`src/rtl/intersection_phase_scheduler.sv`:
```
// Two-way intersection phase sequencer: NS/EW green arbitration with min/max green,
// fixed yellow/all-red clearance and a latched pedestrian walk phase.
module intersection_phase_scheduler #(
    parameter int CNT_W     = 8,
    parameter int GREEN_MIN = 4,
    parameter int GREEN_MAX = 12,
    parameter int YELLOW_T  = 2,
    parameter int ALLRED_T  = 1,
    parameter int PED_T     = 6
) (
    input  logic       clk,
    input  logic       reset_n,
    input  logic       ns_car,
    input  logic       ew_car,
    input  logic       ped_req,
    output logic [2:0] ns_lights,
    output logic [2:0] ew_lights,
    output logic       walk,
    output logic       ped_wait,
    output logic [2:0] phase
);

    typedef enum logic [2:0] {
        S_ALL_RED = 3'd0,
        S_NS_G    = 3'd1,
        S_NS_Y    = 3'd2,
        S_EW_G    = 3'd3,
        S_EW_Y    = 3'd4,
        S_WALK    = 3'd5
    } state_t;

    // Exit thresholds: a state of duration D leaves when the elapsed count reaches D-1.
    localparam logic [CNT_W-1:0] L_GMIN = CNT_W'(GREEN_MIN - 1);
    localparam logic [CNT_W-1:0] L_GMAX = CNT_W'(GREEN_MAX - 1);
    localparam logic [CNT_W-1:0] L_YEL  = CNT_W'(YELLOW_T - 1);
    localparam logic [CNT_W-1:0] L_AR   = CNT_W'(ALLRED_T - 1);
    localparam logic [CNT_W-1:0] L_PED  = CNT_W'(PED_T - 1);
    localparam logic [CNT_W-1:0] L_SAT  = {CNT_W{1'b1}};

    state_t           r_state;
    logic [CNT_W-1:0] r_cnt;
    logic             r_ped_wait;
    logic             r_last_ew;
    logic             r_from_walk;

    state_t           w_state_next;
    logic             w_last_ew_next;
    logic             w_from_walk_next;
    logic             w_demand_ns;
    logic             w_demand_ew;
    logic             w_enter_walk;

    // Demand for the opposing phase includes a waiting pedestrian.
    assign w_demand_ns  = ns_car || r_ped_wait;
    assign w_demand_ew  = ew_car || r_ped_wait;
    assign w_enter_walk = (w_state_next == S_WALK) && (r_state != S_WALK);

    always_comb begin
        w_state_next     = r_state;
        w_last_ew_next   = r_last_ew;
        w_from_walk_next = r_from_walk;
        case (r_state)
            S_ALL_RED: begin
                if (r_cnt == L_AR) begin
                    if (r_ped_wait && !r_from_walk) begin
                        w_state_next = S_WALK;
                    end else if (r_last_ew) begin
                        w_state_next   = S_NS_G;
                        w_last_ew_next = 1'b0;
                    end else begin
                        w_state_next   = S_EW_G;
                        w_last_ew_next = 1'b1;
                    end
                end
            end
            S_NS_G: begin
                if (r_cnt >= L_GMIN && w_demand_ew && (!ns_car || r_cnt >= L_GMAX))
                    w_state_next = S_NS_Y;
            end
            S_EW_G: begin
                if (r_cnt >= L_GMIN && w_demand_ns && (!ew_car || r_cnt >= L_GMAX))
                    w_state_next = S_EW_Y;
            end
            S_NS_Y, S_EW_Y: begin
                if (r_cnt == L_YEL) begin
                    w_state_next     = S_ALL_RED;
                    w_from_walk_next = 1'b0;
                end
            end
            S_WALK: begin
                if (r_cnt == L_PED) begin
                    w_state_next     = S_ALL_RED;
                    w_from_walk_next = 1'b1;
                end
            end
            default: w_state_next = S_ALL_RED;
        endcase
    end

    always_ff @(posedge clk or negedge reset_n) begin
        if (!reset_n) begin
            r_state     <= S_ALL_RED;
            r_cnt       <= '0;
            r_ped_wait  <= 1'b0;
            r_last_ew   <= 1'b1;
            r_from_walk <= 1'b0;
        end else begin
            r_state     <= w_state_next;
            r_last_ew   <= w_last_ew_next;
            r_from_walk <= w_from_walk_next;
            if (w_state_next != r_state)
                r_cnt <= '0;
            else if (r_cnt != L_SAT)
                r_cnt <= r_cnt + 1'b1;
            // Entering WALK serves the request and beats a simultaneous new press.
            if (w_enter_walk)
                r_ped_wait <= 1'b0;
            else if (ped_req && r_state != S_WALK)
                r_ped_wait <= 1'b1;
        end
    end

    always_comb begin
        ns_lights = 3'b100;
        ew_lights = 3'b100;
        walk      = 1'b0;
        case (r_state)
            S_NS_G:  ns_lights = 3'b001;
            S_NS_Y:  ns_lights = 3'b010;
            S_EW_G:  ew_lights = 3'b001;
            S_EW_Y:  ew_lights = 3'b010;
            S_WALK:  walk      = 1'b1;
            default: ;
        endcase
    end

    assign ped_wait = r_ped_wait;
    assign phase    = r_state;

endmodule

```
`config.mk`:
```
export PLATFORM = sky130hd
export DESIGN_NAME = intersection_phase_scheduler
export DESIGN_NICKNAME = d
export VERILOG_FILES = /design/src/rtl/intersection_phase_scheduler.sv
export SDC_FILE = /design/constraint.sdc
export NUM_CORES = 1
export LEC_CHECK = 0
export ABC_CLOCK_PERIOD_IN_PS = 2300
export CAP_MARGIN = 30
export CORE_ASPECT_RATIO = 0.8
export CORE_MARGIN = 2
export CORE_UTILIZATION = 41
export CTS_BUF_LIST = sky130_fd_sc_hd__clkbuf_4
export DETAILED_ROUTE_END_ITERATION = 7
export MAX_ROUTING_LAYER = met4
export PLACE_DENSITY_LB_ADDON = 0.08
export SETUP_SLACK_MARGIN = 0.05
export SYNTH_ARGS = -nofsm -noshare
export SYNTH_HDL_FRONTEND = slang
export SYNTH_SLANG_ARGS = --single-unit
```
`constraint.sdc`:
```
create_clock -name clk -period 2.3 [get_ports clk]
set_input_delay 0.46 -clock clk [delete_from_list [all_inputs] [get_ports clk]]
set_output_delay 0.46 -clock clk [all_outputs]
set_load 0.05 [all_outputs]
```
==> reports/metrics.yaml, run 1 <==
status:
  status: "completed"
pwr:
  ir_worst_vdd_uv: 1079
  p_per_area_mw_per_mm2: 1542
  power.leakage_nw: 0.6243
cells_and_area:
  layout-area-overhead-vs-synth_pct: 29.82
  drive_gt1_frac: 0.2973
  final_common_cell: "dfrtp_1"
  mostFrequentLayoutCells: "dfrtp_1, nand2_1, nor2_1, nor2_2, buf_4"
  final_net_count: 157
  design_area_sq_mm: 0.001416
  fill_cells: 222
  antenna_cells: 0
sta:
  rsz0062_at_grt: "true"
  period_needed_ps: 2193
  hold_ws_ps: 531.3
  slew_violations: 0
  setup_violations: 0
  tightest_slew_ps: 677.6
  maxSlewHeadroom: 0.5468
  hold_viol: 0
  fmax_mhz: 456.0
  finalCritPeriodShare: 0.9534
  clock_skew_ps: 1.334
  fin_tns_setup_ps: 0
global_routing:
  antenna_found_initial: 0
  grt_pass1_wl_mm: 4.705
  grt.overflow.total: 0
  grt_pass1_vias: 937
  grt_util_all_layers: 0.2144
  grt_max_degree: 15
logic_synthesis:
  synthArstFlopShare: 1.000
  synth_nets: 136
  syn_inst: 128
  synth_edf_count: 0
  synth-seq-cells: 14
  synth_warnings: 0
  netlist_area_sq_mm: 0.001091
  ys_types: 45
  avgSynthCellArea_sq_um: 8.524
  synth_ff_type: "dfrtp_1"
  ys_seq_area_frac: 0.3222
worst_hold_path:
  hold_class: "flop to flop"
  hold_path_depth: 2
clock_network:
  clkTransAtPathRegs_ps: 90
  cts.sinks: 14
  cts_buffer_depth: 2
  cts_buffers: 3
  htreeDepth: 1
  clockRootBuffer: "clkbuf_4"
  cts_tree: "done"
  clock_latency_ps: 290
  cts_hold_buffers: 0
die:
  core_area_sq_mm: 0.002482
  rows: 16
  fp.dieH_microns: 50.14
  die_x_microns: 61.68
  initial_core_util: 0.4395
  num_io_pins: 16
  die-area_sq_mm: 0.003092
route:
  drtIter0Drc: 71
  vias: 1014
  wl_per_cell_microns: 15.57
  detail-route-antenna-nets: 0
  drc: 0
  wl_mm: 2.864
  first_pass_iters: 4
  via_per_inst: 5.511
setup_path:
  path_max_fanout: 8
  crit_arrival_ps: 2430
  crit_path_end_kind: "flop"
  crit_path_start_kind: "flop"
  cp.required_ps: 2540
  worstRegToRegCells: 7
  critical_path_class: "flop to flop"
placement:
  gp_congestion: 0.8588
  hpwl_mm: 2.178
  place_area_sq_mm: 0.001380
  port_buffers: 15
job:
  cap_violations: 0
==> final cells by class <==
class | count | area [sq um] | area share
clock inverter | 1 | 3.754 | 0.002650
sequential | 14 | 351.6 | 0.2482
inverter | 6 | 22.52 | 0.01590
multi-input combinational | 102 | 710.7 | 0.5018
clock buffer | 3 | 22.52 | 0.01590
timing repair buffer | 22 | 260.3 | 0.1837
tap | 36 | 45.04 | 0.03180
==> cell families after synthesis <==
family	count (synthesis)	synth area share
and+or+nand+nor	67	0.3521
AOI/OAI and AO/OA	23	0.1640
DFF	14	0.3223
buffers and inverters	12	0.05160
xor gates and xnor gates	6	0.04816
adders and majority gates	4	0.04358
muxes	2	0.01835
==> synthesized netlist by cell type, types with 3 or more instances <==
| cell type | n | area, sq um |
|---|---|---|
| nor3b_2 | 3 | 37.54 |
| nor2b_1 | 5 | 31.28 |
| o21ai_0 | 5 | 25.02 |
| xor2_1 | 4 | 35.03 |
| nand2b_1 | 4 | 25.02 |
| nor3b_1 | 3 | 22.52 |
| ha_1 | 3 | 37.54 |
| buf_2 | 3 | 15.01 |
| nand3_1 | 5 | 25.02 |
| nor2_2 | 5 | 31.28 |
| a21oi_1 | 3 | 15.01 |
| inv_1 | 6 | 22.52 |
| nor2_1 | 17 | 63.81 |
| dfrtp_1 | 13 | 325.3 |
| nand2_1 | 12 | 45.04 |
==> layer usage <==
layer | vias up | track usage | wire, microns
li1 | 485 | - | -
met1 | 497 | 0.3387 | 1421
met2 | 28 | 0.2772 | 1257
met3 | 4 | 0.04639 | 161
met4 | 0 | 0.04255 | 23
met5 | - | - | 0
==> registers in the layout, indices dropped and copies added (netlist names) <==
register / flops
ped_wait: 1
r_last_ew: 1
r_from_walk: 1
phase: 3
r_cnt: 8
==> critical path, stage by stage (launching register included) <==
cell	delay, ps
dfrtp_1	430
ha_2	220
or2_1	280
maj3_1	360
o22a_2	230
o2111ai_2	330
o211ai_1	180
nor2_2	100
==> metrics by stage <==
step / worst slack [ps] / total power [mW] / util / cells
after detailed placement: 78.31 / 2.016 / 0.5559 / 180
final: 107.1 / 2.184 / 0.5706 / 184
after global routing: 33.52 / 2.309 / 0.5706 / 184
after CTS: 75.63 / 2.175 / 0.5665 / 184
after global placement: 141.5 / 2.001 / 0.5559 / 180
after floorplan: 14.85 / 1.461 / - / 128
==> path summary, 6_finish.rpt <==
path,from,end,slack [ps]
max,r_cnt[1]$_DFFE_PN0P_,r_cnt[2]$_DFFE_PN0P_,110
min,r_from_walk$_DFFE_PN0P_,r_from_walk$_DFFE_PN0P_,530
max reg2reg,r_cnt[1]$_DFFE_PN0P_,r_cnt[2]$_DFFE_PN0P_,110
min reg2reg,r_from_walk$_DFFE_PN0P_,r_from_walk$_DFFE_PN0P_,530
max in group asynchronous,reset_n,phase[2]$_DFF_PN0_,1310
min in group asynchronous,reset_n,phase[0]$_DFF_PN0_,570
==> where the power goes <==
| group | leakage, nW | internal, mW | switching [mW] |
|---|---|---|---|
| Combinational | 0.433 | 0.680 | 0.928 |
| Sequential | 0.176 | 0.316 | 0.104 |
| Clock | 0.0154 | 0.0633 | 0.0940 |
==> what timing repair did <==
action | CTS | global route
buffers inserted | 0 | 0
endpoints found under the hold margin | 0 | 0
setup endpoints to repair | 0 | 7
resized for setup | 0 | 3
No activity file was read; power rests on OpenSTA's default activity.
==> run 2: changes to the inputs <==
--- a/config.mk
+++ b/config.mk
@@ -6,12 +6,12 @@
 export NUM_CORES = 1
 export LEC_CHECK = 0
 export ABC_CLOCK_PERIOD_IN_PS = 2300
-export CAP_MARGIN = 30
 export CORE_ASPECT_RATIO = 0.8
 export CORE_MARGIN = 2
 export CORE_UTILIZATION = 41
 export CTS_BUF_LIST = sky130_fd_sc_hd__clkbuf_4
 export DETAILED_ROUTE_END_ITERATION = 7
+export DONT_BUFFER_PORTS = 1
 export MAX_ROUTING_LAYER = met4
 export PLACE_DENSITY_LB_ADDON = 0.08
 export SETUP_SLACK_MARGIN = 0.05
==> reports/metrics.yaml, run 2 (synthesized netlist as in run 1, its figures left out) <==
status:
  status: "completed"
clock_network:
  clockRootBuffer: "clkbuf_4"
  cts_tree: "done"
  htreeDepth: 1
  cts.sinks: 14
  cts_buffers: 3
  clkTransAtPathRegs_ps: 90
  cts_buffer_depth: 2
  clock_latency_ps: 290
setup_path:
  r2r_end: "r_cnt[2]$_DFFE_PN0P_"
  path_max_fanout: 8
  reg2reg_from: "r_cnt[1]$_DFFE_PN0P_"
  reg2reg_slack_ps: 130
  worstRegToRegCells: 7
  critPathLaunch: "r_cnt[1]$_DFFE_PN0P_"
  crit_arrival_ps: 2400
  critical_path_class: "flop to flop"
  crit_path_start_kind: "flop"
  crit_path_end_kind: "flop"
  cp.required_ps: 2530
route:
  vias: 968
  wl_mm: 2.564
  via_per_inst: 5.378
  drc: 0
  wl_per_cell_microns: 14.24
  drtIter0Drc: 47
  detail-route-antenna-nets: 0
  first_pass_iters: 4
pwr:
  pwr-share-seq: 0.215
  power.leakage_nw: 0.5724
  intPower_mw: 0.8938
  ir_worst_vdd_uv: 811.7
  combPwrFrac: 0.701
  p_sw_frac: 0.5449
  power.switching_mw: 1.070
  p_per_area_mw_per_mm2: 1511
  p_clk_frac: 0.084
die:
  die-area_sq_mm: 0.003092
  fp.dieH_microns: 50.14
  core_area_sq_mm: 0.002482
  die_x_microns: 61.68
  initial_core_util: 0.4395
  num_io_pins: 16
  rows: 16
global_routing:
  grt_pass1_vias: 919
  antenna_found_initial: 0
  grt.overflow.total: 0
  grt_pass1_wl_mm: 4.360
  grt_util_all_layers: 0.1966
  grt_max_degree: 15
sta:
  hold_ws_ps: 327.6
  period_needed_ps: 2172
  tightest_slew_ps: 700.3
  slew_violations: 0
  clock_skew_ps: 1.861
  setup_violations: 0
  hold_viol: 0
  fin_tns_setup_ps: 0
  maxSlewHeadroom: 0.5316
  fmax_mhz: 460.5
  rsz0062_at_grt: "false"
  fin_ws_ps: 128.4
  finalCritPeriodShare: 0.9442
cells_and_area:
  mostFrequentLayoutCells: "buf_4, dfrtp_1, nand2_1, nor2_1, nor2_2"
  antenna_cells: 0
  largest_register_ffs: 8
  final_net_count: 153
  final_common_cell: "buf_4"
  drive_gt1_frac: 0.3333
  largest_register: "r_cnt"
  final_util: 0.5237
  layout-area-overhead-vs-synth_pct: 19.15
  fill_cells: 233
placement:
  hpwl_mm: 1.924
  detailedPlace.worstSlack_ps: 120.8
  port_buffers: 0
  gp_congestion: 0.8287
job:
  cap_violations: 0
worst_hold_path:
  hold_path_depth: 2
  hold_start: "ped_req"
  min_to: "ped_wait$_DFFE_PN0P_"
  hold_class: "input pin to flop"
-- run 2: cell types whose count changed in the layout (fill, tap and decap cells not counted) --
| cell | previous run | this run |
|---|---|---|
| buf_4 | 9 | 17 |
| buf_12 | 6 | 0 |
| clkdlybuf4s50_1 | 6 | 0 |
| clkbuf_4 | 3 | 4 |
| clkinv_1 | 1 | 0 |
| dlygate4sd3_1 | 0 | 1 |
| dlymetal6s2s_1 | 1 | 0 |
| or2_1 | 1 | 0 |
| or2_4 | 0 | 1 |
-- run 2: power by group through the flow --
stage               clock network, mW  logic, mW  registers [mW]
finish                          0.166       1.38           0.422
global route                    0.191       1.48           0.434
CTS                             0.175       1.36           0.417
detailed placement                  0       1.35           0.422
global placement                    0       1.35           0.423
floorplan                           0      0.976           0.485
-- run 2: area by class of cell --
class	instances	area [sq um]	share of cell area
Clock buffer	4	30.03	0.02310
Inverter	6	22.52	0.01732
Multi-Input combinational cell	102	713.2	0.5486
Sequential cell	14	351.6	0.2705
Tap cell	36	45.04	0.03465
Timing Repair Buffer	18	137.6	0.1059
-- run 2: per-layer routing --
metal / part of all wire / vias up / track usage
met5: 0 / - / -
met3: 0.058 / 4 / 0.05670
met1: 0.53 / 453 / 0.3055
met4: 0.0082 / 0 / 0.04255
li1: - / 480 / -
met2: 0.40 / 31 / 0.2491
-- run 2: how the worst max path moves through the flow --
stage / endpoint / slack (ps) / depth (start not counted)
after floorplan: ns_lights[2] / 10 / 4
after global placement: r_cnt[2]$_DFFE_PN0P_ / 140 / 7
after detailed placement: r_cnt[2]$_DFFE_PN0P_ / 120 / 7
after CTS: r_cnt[2]$_DFFE_PN0P_ / 80 / 7
after global routing: r_cnt[2]$_DFFE_PN0P_ / 60 / 7
final: r_cnt[2]$_DFFE_PN0P_ / 130 / 7
-- run 2: per-stage QoR --
stage | instance area [sq um] | power [mW] | instances
after CTS | 1282 | 1.956 | 179
after detailed placement | 1242 | 1.773 | 174
after global routing | 1300 | 2.101 | 180
after global placement | 1242 | 1.772 | 174
final | 1300 | 1.964 | 180
after floorplan | 1111 | 1.461 | 128
-- run 2: critical path: stages (launching register included) --
cell       delay, ps
dfrtp_1          420
ha_2             210
or2_4            270
maj3_1           350
o22a_2           230
o2111ai_2        360
o211ai_1         170
nor2_2           100
-- run 2: repair_timing --
item / 4_1_cts / 5_1_grt
endpoints found under the setup margin: 0 / 8
gates resized for setup: 0 / 3
hold buffers: 1 / 0
hold endpoints to repair: 14 / 0
setup buffers: 0 / 1
